### src/rtl/riscv_pkg.sv
// Shared encodings for the ID/EX stage: ALU control codes, alu_op codes,
// funct3 values of interest and the branch-sequencing FSM states.
package riscv_pkg;
   localparam logic [3:0] ALU_AND  = 4'b0000;
   localparam logic [3:0] ALU_OR   = 4'b0001;
   localparam logic [3:0] ALU_ADD  = 4'b0010;
   localparam logic [3:0] ALU_SUB  = 4'b0110;
   localparam logic [3:0] ALU_PASS = 4'b1111;

   localparam logic [1:0] ALUOP_ADD   = 2'b00;
   localparam logic [1:0] ALUOP_SUB   = 2'b01;
   localparam logic [1:0] ALUOP_FUNCT = 2'b10;
   localparam logic [1:0] ALUOP_PASS  = 2'b11;

   localparam logic [2:0] F3_ADDSUB = 3'b000;
   localparam logic [2:0] F3_OR     = 3'b110;
   localparam logic [2:0] F3_AND    = 3'b111;
   localparam logic [2:0] F3_BEQ    = 3'b000;
   localparam logic [2:0] F3_BNE    = 3'b001;

   typedef enum logic [1:0] {
      ST_RUN        = 2'd0,
      ST_BR_EXEC    = 2'd1,
      ST_BR_RESOLVE = 2'd2
   } state_t;
endpackage

### src/rtl/alu_ctrl_decode.sv
// Combinational ALU control decode from alu_op/funct3/funct7_5.
// Branches always compare by subtraction so the ALU Zero flag is meaningful.
module alu_ctrl_decode
   import riscv_pkg::*;
(
   input  logic [1:0] i_alu_op,
   input  logic [2:0] i_funct3,
   input  logic       i_funct7_5,
   input  logic       i_is_branch,
   output logic [3:0] o_alu_ctrl
);
   always_comb begin
      o_alu_ctrl = ALU_PASS;
      if (i_is_branch) begin
         o_alu_ctrl = ALU_SUB;
      end else begin
         case (i_alu_op)
            ALUOP_ADD:   o_alu_ctrl = ALU_ADD;
            ALUOP_SUB:   o_alu_ctrl = ALU_SUB;
            ALUOP_FUNCT: begin
               case (i_funct3)
                  F3_ADDSUB: o_alu_ctrl = i_funct7_5 ? ALU_SUB : ALU_ADD;
                  F3_AND:    o_alu_ctrl = ALU_AND;
                  F3_OR:     o_alu_ctrl = ALU_OR;
                  default:   o_alu_ctrl = ALU_PASS;
               endcase
            end
            default:     o_alu_ctrl = ALU_PASS;
         endcase
      end
   end
endmodule

### src/rtl/id_ex_stage.sv
// ID/EX pipeline register with branch sequencing: a branch blocks new input
// for two cycles so the ALU Zero flag (one cycle behind its inputs) can resolve it.
module id_ex_stage
   import riscv_pkg::*;
(
   input  logic        clk,
   input  logic        rst,
   input  logic        in_valid,
   input  logic [31:0] rs1_data,
   input  logic [31:0] rs2_data,
   input  logic [31:0] imm,
   input  logic [1:0]  alu_op,
   input  logic [2:0]  funct3,
   input  logic        funct7_5,
   input  logic        alu_src,
   input  logic        is_branch,
   input  logic [4:0]  rd,
   input  logic        reg_write,
   input  logic        stall,
   input  logic        flush,
   input  logic        Zero,
   output logic        in_ready,
   output logic [31:0] A,
   output logic [31:0] B,
   output logic [3:0]  ALU_control,
   output logic        out_valid,
   output logic [4:0]  out_rd,
   output logic        out_reg_write,
   output logic        branch_valid,
   output logic        branch_taken
);
   state_t      r_state;
   logic [31:0] r_a, r_b;
   logic [3:0]  r_ctrl;
   logic [4:0]  r_rd;
   logic        r_valid, r_reg_write, r_br_valid, r_br_taken;
   logic [2:0]  r_br_f3;

   logic        w_accept;
   logic        w_taken;
   logic [3:0]  w_ctrl;

   alu_ctrl_decode u_dec (
      .i_alu_op    (alu_op),
      .i_funct3    (funct3),
      .i_funct7_5  (funct7_5),
      .i_is_branch (is_branch),
      .o_alu_ctrl  (w_ctrl)
   );

   assign in_ready = (r_state == ST_RUN);
   assign w_accept = in_valid & in_ready & ~stall & ~flush;
   // Only beq/bne can be taken; any other funct3 tagged as a branch falls through.
   assign w_taken  = (r_br_f3 == F3_BEQ) ? Zero :
                     (r_br_f3 == F3_BNE) ? ~Zero : 1'b0;

   always_ff @(posedge clk) begin
      if (rst) begin
         r_state     <= ST_RUN;
         r_a         <= '0;
         r_b         <= '0;
         r_ctrl      <= ALU_AND;
         r_rd        <= '0;
         r_valid     <= 1'b0;
         r_reg_write <= 1'b0;
         r_br_valid  <= 1'b0;
         r_br_taken  <= 1'b0;
         r_br_f3     <= '0;
      end else if (flush) begin
         r_state     <= ST_RUN;
         r_valid     <= 1'b0;
         r_reg_write <= 1'b0;
         r_br_valid  <= 1'b0;
         r_br_taken  <= 1'b0;
      end else if (!stall) begin
         r_valid     <= w_accept;
         r_reg_write <= w_accept & reg_write & ~is_branch;
         r_br_valid  <= 1'b0;
         r_br_taken  <= 1'b0;
         if (w_accept) begin
            r_a    <= rs1_data;
            r_b    <= alu_src ? imm : rs2_data;
            r_ctrl <= w_ctrl;
            r_rd   <= rd;
         end
         case (r_state)
            ST_RUN: begin
               if (w_accept && is_branch) begin
                  r_state <= ST_BR_EXEC;
                  r_br_f3 <= funct3;
               end
            end
            ST_BR_EXEC:    r_state <= ST_BR_RESOLVE;
            ST_BR_RESOLVE: begin
               r_state    <= ST_RUN;
               r_br_valid <= 1'b1;
               r_br_taken <= w_taken;
            end
            default:       r_state <= ST_RUN;
         endcase
      end
   end

   assign A             = r_a;
   assign B             = r_b;
   assign ALU_control   = r_ctrl;
   assign out_valid     = r_valid;
   assign out_rd        = r_rd;
   assign out_reg_write = r_reg_write;
   assign branch_valid  = r_br_valid;
   assign branch_taken  = r_br_taken;
endmodule

### config.mk
export PLATFORM = sky130hd
export DESIGN_NAME = id_ex_stage
export DESIGN_NICKNAME = d
export VERILOG_FILES = /design/src/rtl/riscv_pkg.sv /design/src/rtl/alu_ctrl_decode.sv /design/src/rtl/id_ex_stage.sv
export SDC_FILE = /design/constraint.sdc
export NUM_CORES = 1
export LEC_CHECK = 0
export ABC_AREA = 1
export CORE_MARGIN = 5
export CORE_UTILIZATION = 39
export DETAILED_ROUTE_END_ITERATION = 8
export GPL_ROUTABILITY_DRIVEN = 0
export GPL_TIMING_DRIVEN = 0
export PLACE_DENSITY = 0.93
export SLEW_MARGIN = 10
export SYNTH_ARGS = -nofsm -noshare
export SYNTH_HDL_FRONTEND = slang
export SYNTH_SLANG_ARGS = --single-unit
### constraint.sdc
create_clock -name clk -period 1.65 [get_ports clk]
set_clock_uncertainty 0.1 [all_clocks]
set_input_delay 0.165 -clock clk [delete_from_list [all_inputs] [get_ports clk]]
set_output_delay 0.165 -clock clk [all_outputs]
set_load 0.005 [all_outputs]
# Word-level counts from Yosys, hierarchy flattened
# Cells that the tools add are included.
dict set report classes {
  mux 11
  eq_ne 8
  bitwise_logic 9
  n_reduce_logical 9
}
# operator count
set ops {}
lappend ops {{32-bit two-way mux} 1}
lappend ops {{4-bit one-hot mux with 3 select lines} 2}
lappend ops {{3-bit equality test, second input constant} 2}
lappend ops {{3-bit logical NOT} 2}
lappend ops {{1-bit bitwise AND} 5}
lappend ops {{2-bit by 1-bit equality test with 1-bit output, second input constant} 2}
lappend ops {{2-bit equality test, second input constant} 2}
lappend ops {{2-bit logical NOT} 2}
lappend ops {{1-bit two-way mux} 4}
lappend ops {{4-bit two-way mux} 1}
lappend ops {{1-bit NOT} 4}
lappend ops {{2-bit one-hot mux with 2 select lines} 1}
lappend ops {{4-bit AND reduction} 1}
lappend ops {{3-bit by 1-bit equality test with 1-bit output, second input constant} 1}
lappend ops {{3-bit two-way mux} 1}
lappend ops {{3-bit AND reduction} 1}
lappend ops {{2-bit two-way mux} 1}
lappend ops {{2-bit by 1-bit != test with 1-bit output, second input constant} 1}
lappend ops {{2-bit AND reduction} 1}
lappend ops {{2-bit OR reduction} 1}
lappend ops {{1-bit logical AND} 1}
dict set report word_totals {
  input_bits 116
  regBits 82
}

# Logic depth before layout (Yosys ltp)
dict set report depth {
  word_depth 7
  ltp_mapped 7
  mapped_depth_nobuf 6
}

# Cells and area by module
# From an unflattened synthesis, not the netlist that was laid out.
dict set report hier_totals {
  hier_cells 495
  hier_area_um2 3662.3
}
# module area_each_um2 seq_area_each_um2 n_inst cells_per_inst
set by_module_without_submodules {}
lappend by_module_without_submodules {id_ex_stage 3569.7 1641.6 1 475}
lappend by_module_without_submodules {alu_ctrl_decode 92.6 0.0 1 20}

# Least setup slack after synthesis
# No wires, ideal clock.
dict set report synth_path {
  path_type {reg2reg}
  startpoint {register r_state[1]}
  endpoint {register r_ctrl[2] (netlist: ALU_control[2])}
  path_stages_with_launch 6
  setup_slack_ns 0.460
  n_path_buf 1
  setup_time_ns 0.122
  t_required_ns 1.428
  synth_period_minus_slack_ns 1.190
  t_arrival_ns 0.967
  cell_sequence {dfxtp_1 > nor2_4 > nand3_4 > buf_2 > nor3_1 > a21oi_1}
}
dict set report synth_between {
  elab_chain_len 5
}
# element line_no
set synth_rtl {}
lappend synth_rtl {{start, declared} id_ex_stage.sv:32} ;# state_t r_state;
lappend synth_rtl {{start signal, assigned} id_ex_stage.sv:59} ;# r_state <= ST_RUN;
lappend synth_rtl {{start signal, assigned} id_ex_stage.sv:70} ;# r_state <= ST_RUN;
lappend synth_rtl {{start signal, assigned} id_ex_stage.sv:89} ;# r_state <= ST_BR_EXEC;
lappend synth_rtl {{2-bit logical NOT} id_ex_stage.sv:51} ;# assign in_ready = (r_state == ST_RUN);
lappend synth_rtl {{via in_ready} id_ex_stage.sv:22} ;# output logic in_ready,
lappend synth_rtl {{1-bit bitwise AND (3 in a row)} id_ex_stage.sv:52} ;# assign w_accept = in_valid & in_ready & ~stall & ~flush;
lappend synth_rtl {{3-bit AND reduction (no source line)} -}
lappend synth_rtl {{end signal, assigned} id_ex_stage.sv:83} ;# r_ctrl <= w_ctrl;
lappend synth_rtl {{end, declared} id_ex_stage.sv:34} ;# logic [3:0] r_ctrl;
# The timed path passes the listed nets, and every way through them passes these cells.
# A chain may end at the register's enable or synchronous reset.

==> flow_metrics.tcl <==
set metrics [dict create \
    hold_buffers 0 \
    cts_sinks 82 \
    synth_most_common_cell "inv_1" \
    yosys_warnings 0 \
    coreArea_sq_mm 0.00872 \
    portBuffers 192 \
    avgSynthCellArea_sq_um 7.26 \
    drv_cap 0 \
    hold_path_class "in2reg" \
    tightest_slew_ns 0.459 \
    period_share_pct 93.4 \
    yosys.area_share.adder_pct 0 \
    critPathCaptureType "flop" \
    syn_inst 483 \
    hpwl_um 9350 \
    grt_pass1_vias 3871 \
    rows 34 \
    vias 3792 \
    ant_nets 0 \
    syn2layout_area_growth_pct 65.4 \
    finalMaxSlewViolations 0 \
    yosysUniqueCellTypes 21 \
    fmax_ghz 0.649 \
    die_x_um 105 \
    rrSetupSlack_ns 0.21 \
    setup_viol 0 \
    ys_seq_elements 82 \
    synthTopCellsByArea "dfxtp_1, o21ai_0, inv_1, a21oi_1, nand2_1" \
    async_reset_ff_share_pct 0 \
    grtUsageTotal_pct 20.7 \
    period_needed_ns 1.54 \
    slowest_stage "clkdlybuf4s50_1" \
    status "finished, final reports clean" \
    cp_max_fo 10 \
    ios 194 \
    final_nets 802 \
    yosys.area_share.xor_xnor_pct 0 \
    cts_buffers 9 \
    grt_max_degree 15 \
    cts_tree "yes" \
    synth_compound_area_share_pct 27.4 \
    final.setup.worst_slack_ns 0.109 \
    placed_area_sq_mm 0.00556 \
    ys_top_cells_by_count "inv_1, o21ai_0, dfxtp_1, a21oi_1, nand2_1" \
    ir_drop_v 0.000501 \
    ys_seq_area_share_pct 46.8 \
    synth_ff_type "dfxtp_1" \
    cp.required_ns 1.81 \
    avgViaCountPerCell 4.75 \
    cp-start-kind "input port" \
    synth.net_count 599 \
    dr.pass1.iters 4 \
    initial_core_util_pct 40.2 \
    dp_slack_ns -0.216 \
    routed_wl_um 11700 \
    timing.slew.headroom_pct 69.4 \
    antenna_found_initial 0 \
    synth_top_family_by_area "compound AO/OA/AOI/OAI gates" \
    synth_top_area_share_pct 46.8 \
    grt_overflow_total 0 \
    grt_pass1_wl_um 18700 \
    rsz0062_at_grt "false" \
    fin_hold_ws_ns 0.267 \
    worstHoldStart "alu_src" \
    post_cts_buffers 0 \
    max_stage_delay_ns 0.48 \
    stdcell_area_sq_mm 0.00580 \
    cts_htree_levels 3 \
    crit_chain "clkdlybuf4s50_1, inv_1, buf_2, clkbuf_1, o21ai_0, a21oi_1" \
    drc_errors 0 \
    timing_hold_violations_final 0 \
    wire_per_inst_um 14.7 \
    clockBufferDepth 2 \
    diodes 0 \
    root_buffer "clkbuf_8" \
    crit_type "in2reg" \
    leakage_nw 2.28 \
    syn_area_sq_mm 0.00351 \
    clk_latency_ns 0.33 \
    die-area_sq_mm 0.0110 \
    final_cells 799 \
    yosys.area_share.simple_pct 8.49 \
    cellPowerDensity_mw_per_mm2 799 \
    die_h_um 105 \
    cts_resized 1 \
    drt_iter0_drc 111 \
    muxShareOfSynthArea_pct 0 \
    crit_path_start "rst" \
    yosysTopAreaCell "dfxtp_1" \
    arrival_ns 1.70 \
    r2r-start "r_state[1]" \
    clk_pin_slew_ns 0.08 \
    totalPowerFinal_w 0.00463 \
    synth_edf_count 0 \
    drive_gt1_share_pct 6.66 \
    dp.cells 783 \
]
[final timing paths]
check | to | cells past startpoint
hold reg to reg | A[2] | 2
setup reg to reg | A[22] | 5
setup / recovery | out_rd[0] | 6
hold / removal | B[28] | 5
[cells in the final DEF (no fill, tap or decap), drive strengths merged, types with 2 or more instances in the layout]
cell type      instances
a21oi                 84
bufinv                 2
nand2                 52
inv                  113
clkdlybuf4s50        191
nor2                   8
o21ai                105
nand3                  5
clkbuf                28
buf                   14
dfxtp                 82
[cells by family after synthesis]
| group | count (synthesis) |
|---|---|
| buffers and inverters | 143 |
| AND/OR/NAND/NOR | 69 |
| flip-flops | 82 |
| AO/OA/AOI/OAI | 189 |
[where the power goes]
group	total [W]	internal [W]	switching, W
clock	0.00168	0.000944	0.000738
combinational	0.000829	0.000504	0.000325
sequential	0.00212	0.00207	0.0000496
[sequential cells by signal, summed over array words and instances, names as in the netlist]
register       cells
branch_valid       1
B                 32
ALU_control        4
A                 32
branch_taken       1
out_reg_write      1
r_state            2
out_rd             5
r_br_f3            3
out_valid          1
[critical path: cells and delay by family]
family | cells | cell delay (ns)
compound gates | 2 | 0.34
buf+inv | 4 | 1.19
[final cells by class]
cell class                 count  area [sq um]
buffer                        31           186
clock inverter                 5          85.1
inverter                     112           420
tap                          108           135
clock buffer                  11           151
timing repair buffer         192          1920
fill                         742          2920
multi-input combinational    258          1260
sequential                    82          1640
[stage by stage]
step / TNS (ns) / utilization (%)
after floorplan: 0 / -
after global placement: -5.50 / 63.8
after detailed placement: -8.64 / 63.8
after CTS: 0 / 66.5
after global routing: 0 / 66.5
final: 0 / 66.5
[layer usage]
layer,global-route usage (%),wire length (um),vias to the layer above
met5,0,0,-
met4,4.66,124,0
met3,7.34,948,14
met2,38.0,5970,148
met1,22.7,4670,1709
li1,-,-,1921
Power figures use the tool's default switching activity.
